==> config.mk <==
export PLATFORM = sky130hd
export DESIGN_NAME = parity_frame_rx
export DESIGN_NICKNAME = d
export VERILOG_FILES = /design/src/rtl/parity_frame_rx.sv
export SDC_FILE = /design/constraint.sdc
export NUM_CORES = 1
export LEC_CHECK = 0
export BUFFER_PORTS_ARGS = -buffer_cell sky130_fd_sc_hd__buf_2
export CAP_MARGIN = 25
export CORE_ASPECT_RATIO = 1.2
export CORE_MARGIN = 3
export CORE_UTILIZATION = 29
export DETAILED_ROUTE_END_ITERATION = 12
export PLACE_DENSITY = 0.52
export SLEW_MARGIN = 20
export SYNTH_ARGS = -nofsm -noshare
export SYNTH_HDL_FRONTEND = slang
export SYNTH_SLANG_ARGS = --single-unit
export TNS_END_PERCENT = 30
==> constraint.sdc <==
create_clock -name clk -period 1.65 [get_ports clk]
set_input_delay 0.33 -clock clk [delete_from_list [all_inputs] [get_ports clk]]
set_output_delay 0.33 -clock clk [all_outputs]
set_load 0.005 [all_outputs]
==> src/rtl/parity_frame_rx.sv <==
// -----------------------------------------------------------------------------
// parity_frame_rx
//
// Serial frame receiver with even-parity check. A frame is DATA_W data bits,
// MSB first, followed by one parity bit. The first data bit is marked by
// in_start. The decoded frame is held on the outputs until the downstream
// handshake completes.
//
// Parameters
//   DATA_W       data bits per frame (1..32)
//
// Ports
//   clk          clock, rising-edge active
//   rst_n        asynchronous active-low reset
//   in_valid     serial bit present on in_bit
//   in_bit       serial frame bit
//   in_start     marks the accepted bit as the first data bit of a frame
//   in_ready     block can accept a bit this cycle (registered)
//   out_valid    decoded frame is held on out_data / out_par_err
//   out_ready    downstream accepts the frame
//   out_data     received data, first received bit at MSB
//   out_par_err  parity mismatch for the held frame
//   err_cnt      delivered frames with parity error, saturating at 255
//
// Build option
//   PARITY_ERR_COUNT_EN  when defined, err_cnt counts delivered frames with a
//                        parity error; when undefined, err_cnt is tied to 0.
// -----------------------------------------------------------------------------
module parity_frame_rx #(
   parameter int unsigned DATA_W = 3
) (
   input  logic              clk,
   input  logic              rst_n,
   input  logic              in_valid,
   input  logic              in_bit,
   input  logic              in_start,
   output logic              in_ready,
   output logic              out_valid,
   input  logic              out_ready,
   output logic [DATA_W-1:0] out_data,
   output logic              out_par_err,
   output logic [7:0]        err_cnt
);

   // Counter wide enough to hold the value DATA_W.
   localparam int unsigned CntW = (DATA_W < 2) ? 1 : $clog2(DATA_W + 1);
   localparam logic [CntW-1:0] LastCnt = CntW'(DATA_W - 1);

   typedef enum logic [1:0] {
      StIdle,
      StData,
      StParity,
      StHold
   } state_e;

   state_e            state_q;
   logic [CntW-1:0]   cnt_q;
   logic [DATA_W-1:0] shift_q;
   logic              in_ready_q;
   logic              out_valid_q;
   logic [DATA_W-1:0] out_data_q;
   logic              out_par_err_q;

   logic beat;
   logic handshake;

   // in_ready_q is low in HOLD, so a beat can only happen in IDLE/DATA/PARITY.
   assign beat      = in_valid & in_ready_q;
   assign handshake = out_valid_q & out_ready;

   // Receive FSM with registered handshake and frame outputs.
   always_ff @(posedge clk or negedge rst_n) begin
      if (!rst_n) begin
         state_q       <= StIdle;
         cnt_q         <= '0;
         shift_q       <= '0;
         in_ready_q    <= 1'b0;
         out_valid_q   <= 1'b0;
         out_data_q    <= '0;
         out_par_err_q <= 1'b0;
      end else begin
         // Ready rises on the first edge after reset and whenever we are not holding.
         in_ready_q <= 1'b1;
         unique case (state_q)
            StIdle: begin
               if (beat && in_start) begin
                  shift_q <= DATA_W'(in_bit);
                  cnt_q   <= CntW'(1);
                  state_q <= (DATA_W == 1) ? StParity : StData;
               end
            end

            StData: begin
               if (beat) begin
                  if (in_start) begin
                     // Restart: drop partial data, this bit is the new MSB.
                     shift_q <= DATA_W'(in_bit);
                     cnt_q   <= CntW'(1);
                     state_q <= (DATA_W == 1) ? StParity : StData;
                  end else begin
                     shift_q <= (shift_q << 1) | DATA_W'(in_bit);
                     cnt_q   <= cnt_q + CntW'(1);
                     if (cnt_q == LastCnt) begin
                        state_q <= StParity;
                     end
                  end
               end
            end

            StParity: begin
               if (beat) begin
                  if (in_start) begin
                     shift_q <= DATA_W'(in_bit);
                     cnt_q   <= CntW'(1);
                     state_q <= (DATA_W == 1) ? StParity : StData;
                  end else begin
                     // Even parity: error when data XOR parity bit is 1.
                     out_data_q    <= shift_q;
                     out_par_err_q <= (^shift_q) ^ in_bit;
                     out_valid_q   <= 1'b1;
                     in_ready_q    <= 1'b0;
                     cnt_q         <= '0;
                     state_q       <= StHold;
                  end
               end
            end

            StHold: begin
               in_ready_q <= 1'b0;
               if (handshake) begin
                  out_valid_q <= 1'b0;
                  in_ready_q  <= 1'b1;
                  state_q     <= StIdle;
               end
            end

            default: begin
               state_q <= StIdle;
            end
         endcase
      end
   end

`ifdef PARITY_ERR_COUNT_EN
   logic [7:0] err_cnt_q;

   always_ff @(posedge clk or negedge rst_n) begin
      if (!rst_n) begin
         err_cnt_q <= 8'd0;
      end else if (handshake && out_par_err_q && (err_cnt_q != 8'hFF)) begin
         err_cnt_q <= err_cnt_q + 8'd1;
      end
   end

   assign err_cnt = err_cnt_q;
`else
   assign err_cnt = 8'd0;
`endif

   assign in_ready    = in_ready_q;
   assign out_valid   = out_valid_q;
   assign out_data    = out_data_q;
   assign out_par_err = out_par_err_q;

endmodule

Word level (Yosys, flattened, before mapping). Cells that the tools add are included. Widths: inputs -> output; s select.

$add $sub $neg: 1. Eq/ne operators: 11. Mux-type cells: 27. Bitwise gates (word level): 5. Reduce and logical (&&, ||, !) cells: 10.

Operator list (number): $mux 2 (10); $mux 3 (5); $ne 2x2->1 const B (6); $reduce_and 5->1 (2); $pmux 3 s3 (1); $pmux 2 s4 (1); $reduce_and 4->1 (2); $mux 1 (7); $eq 2x2->1 const B (3); $pmux 2 s3 (1); $pmux 1 s2 (2); $ne 3x3->1 const B (1); $or 3x1->3 (1); $reduce_and 3->1 (1); $reduce_bool 3->1 (1); $reduce_xor 3->1 (1); $add 2x1->2 const B (1); $and 1x1->1 (2); $eq 2x1->1 const B (1); $logic_not 2->1 (1); $reduce_bool 2->1 (1); $logic_and 1x1->1 (1); $not 1->1 (1); $xor 1x1->1 (1).

Register bits after elaboration: 13. Input bits: 6. Output and inout bits: 14. Word-level logic and storage cells: 61.

Longest topological paths before layout.
Depth in word-level cells: 5. Mapped depth: 6. Depth with buffers taken out: 6.

Worst setup path after synthesis. Ideal clock, no wire load.

Kind: reg-to-reg. Start: reg state_q[1]. End: reg cnt_q[0]. Setup time: 0.127 ns. Arrival time: 1.585 ns. Required time: 1.523 ns. Setup slack: -0.062 ns. Cell stages (with the launch flop): 6. Buffers on the path: 0. Period minus slack after synthesis: 1.712 ns. Path through: dfrtp_1 inv_1 ha_1 o32ai_4 nor2b_4 mux2_1.

Word-level cells in the longest chain between the ends: 3. Elaborated cells between the ends (all ways): 9. Those cells by class: 5 x eq/ne; 1 x mux; 3 x reduce/logical.

RTL lines: from (decl) (RTL line 56) `state_e state_q;`; from (signal assigned) (RTL line 74) `state_q <= StIdle;`; from (signal assigned) (RTL line 89) `state_q <= (DATA_W == 1) ? StParity : StData;`; from (signal assigned) (RTL line 99) `state_q <= (DATA_W == 1) ? StParity : StData;`; $eq 2x1->1 (tied with other cells) (RTL line 84) `unique case (state_q)`; $ne 2x2->1 (no source line) or $reduce_bool 3->1 (tied branches); $reduce_and 4->1 (no source line); to (signal assigned) (RTL line 88) `cnt_q <= CntW'(1);`; to (signal assigned) (RTL line 98) `cnt_q <= CntW'(1);`; to (signal assigned) (RTL line 102) `cnt_q <= cnt_q + CntW'(1);`; to (decl) (RTL line 57) `logic [CntW-1:0] cnt_q;`.

Parallel ways exist; a longest one is shown, timed or not. A chain may end at the register's enable or synchronous reset.

Final worst setup path. Same ends and word-level chain as after synthesis.

==> metrics <==
PD cells=~1600 mW/mm2; CP Capture Type=register; unrepaired setup endpoints after global routing=yes; Int Pwr=0.00103 W; area share of the largest cell type after synthesis=approximately two fifths; Primary FF master, synth=dfrtp_1; GP Congestion=roughly 0.75; fmax=around 620 MHz; gr ovfl total=0; WHS=between 0.3 and 0.4 ns; clock tree sinks=13; post-synthesis async set-or-reset flop share=100%; Layout area overhead=24.8%; Sw Ratio=between 30% and 40%; Fin Clk Skew=around 0.0048 ns; starting density of the core=around a third; slowest stage cell, crit path=dfrtp_2; I/O Buffers=11; Max-Cap Viols=0; CTS tree=done; Worst EP arrival=roughly 1.8 ns; Final nets=around 110; most common cell in the synthesized netlist=dfrtp_1; worst hold path type=in2reg; router iterations before antenna repair=3; Final Hold Fails=0; Finish-stage setup viols=0; synth top area cells=dfrtp_1 (40%), ha_1 (9.2%), buf_4 (7.3%); Ports=20; largest area contributor in the netlist=dfrtp_1; syn avg cell area=around 11 um2; CP Class=reg2reg; crit-path cells=inv_2 > ha_4 > o32ai_4 > nor2b_4 > mux2_4; Post-synth EDFFs=0; initial DRC count=8; via-per-instance ratio=4.59; Max Slew Vio Count=0; Residual DRC=0; Tmin final=1.63 ns; CTS buffer count=3; Static Leakage=between 0.4 and 0.5 nW; Avg WL per Cell=approximately 12 um; DIE HEIGHT=roughly 64 um; Total GRT Usage=between 9 and 10%; Tcrit/Tclk final=a little over nine tenths; CP delay by family, top=flip-flops; crit path max fanout=4; clock root cell=clkbuf_4; die area=roughly 0.0035 mm2; largest net degree at the start of global routing=14; H-tree levels=1; Syn. warnings=0; Max VDD drop=approximately 700 uV; Clock transition at path regs=around 0.08 ns; Synth top cells by count=dfrtp_1 (13), buf_4 (8), ha_1 (6); total wire length=around 1500 um; clock latency on the worst-skew pair=0.27 ns; dpl hpwl=around 1200 um; Site Rows=20; Buffers & Inverters on Critical Path=1; Critical Path RT=between 1.5 and 2 ns; first-pass GRT wire length=around 2400 um; Antenna Violating Nets Remaining=0; startpoint types=register; share of layout cells above drive strength 1=~43%; Comb power frac=between 50 and 60%; # diodes=0; number of global-route vias before repair=around 600; Netlist cell types=28; CTS Buffer Depth=2; Clock power frac=11.9%; vias=between 600 and 700; Core Footprint=about 0.0026 mm2; Cell Area, Synth=approximately 820 um2; Synth Register Bits=13; Max stage delay on crit path=between 0.4 and 0.5 ns; Net Sw Power=0.000600 W; DIE WIDTH=54.5 um; Overall Power=around 0.0016 W; initial antenna violation count=0; sequential fraction of the synthesis area=roughly two fifths; outcome=finished clean; Gate Count Post-Synth=74; Sequential Power Share=32.2%
[cells by family after synthesis]
kind of cell | synth area share [%]
adders and majority gates | 9.17
buffers and inverters | 9.63
and+or+nand+nor | 12.2
xor gates and xnor gates | 3.21
AOI/OAI and AO/OA | 14.5
DFF | 39.8
other | 0.458
muxes | 11.0
[what timing repair did]
action,in CTS,in global routing
pin swaps,1,2
resized for setup,1,6
hold buffers,1,0
hold endpoints to repair,13,0
endpoints found under the setup margin,2,5
buffers inserted,2,1
[final cells by class]
cell class                      instances  area (um2)
Clock buffer                            4        26.3
Fill cell                             269        1580
Inverter                                5        18.8
Multi-Input combinational cell         55         475
Sequential cell                        13         327
Tap cell                               33        41.3
Timing Repair Buffer                   21         133
[final timing paths]
path | from | endpoint | slack, ns | cells after the start
min | in_bit | shift_q[0] | 0.30 | 2
max in group asynchronous | rst_n | state_q[1] | 0.95 | 2
max | state_q[1] | cnt_q[0] | 0.02 | 5
max reg2reg | state_q[1] | cnt_q[0] | 0.02 | 5
min in group asynchronous | rst_n | out_data[0] | 0.46 | 2
min reg2reg | out_par_err | out_par_err | 0.49 | 2
[power by group through the flow]
stage / sequential [W] / combinational, W / clock [W]
finish: 0.000526 / 0.000911 / 0.000194
global route: 0.000541 / 0.00100 / 0.000210
CTS: 0.000521 / 0.000840 / 0.000199
detailed placement: 0.000526 / 0.000799 / 0
global placement: 0.000522 / 0.000793 / 0
floorplan: 0.000517 / 0.000567 / 0
[per-layer routing]
metal	vias to the layer above	part of all wire [%]	GRT usage, %
met1	292	45	10.8
li1	287	-	-
met4	0	2.3	5.61
met2	16	48	14.8
met3	6	4.6	1.86
met5	-	0	0
[sequential cells by signal, indices dropped and copies added, names as in the netlist]
| signal | cells |
|---|---|
| in_ready | 1 |
| out_valid | 1 |
| shift_q | 3 |
| out_data | 3 |
| cnt_q | 2 |
| state_q | 2 |
| out_par_err | 1 |
[per-stage QoR]
stage | instances | TNS [ns] | utilization (%) | setup WS, ns | instance area (um2)
2_1_floorplan | 81 | 0 | - | 0.00491 | 852
3_3_place_gp | 123 | -0.0384 | 35.9 | -0.0194 | 933
3_5_place_dp | 123 | -0.127 | 35.9 | -0.0699 | 933
4_1_cts | 130 | -0.000862 | 37.8 | -0.000862 | 985
5_1_grt | 131 | -0.0671 | 39.2 | -0.0186 | 1020
6_report | 131 | 0 | 39.2 | 0.0245 | 1020
[cell usage in the layout (no fill, tap or decap), types with 2 or more instances in the layout]
cell	Yosys	final
dfrtp_1	13	12
buf_2	0	11
buf_4	8	9
conb_1	1	8
nand2_1	5	5
o21ai_0	4	4
inv_1	5	3
mux2_2	3	3
a21oi_1	3	3
mux2_1	5	3
xnor2_1	3	3
ha_1	6	3
clkbuf_4	0	3
inv_2	0	2
and3_2	2	2
mux2_4	0	2
ha_4	0	2
Note: power is estimated with default switching activity, not from simulation.
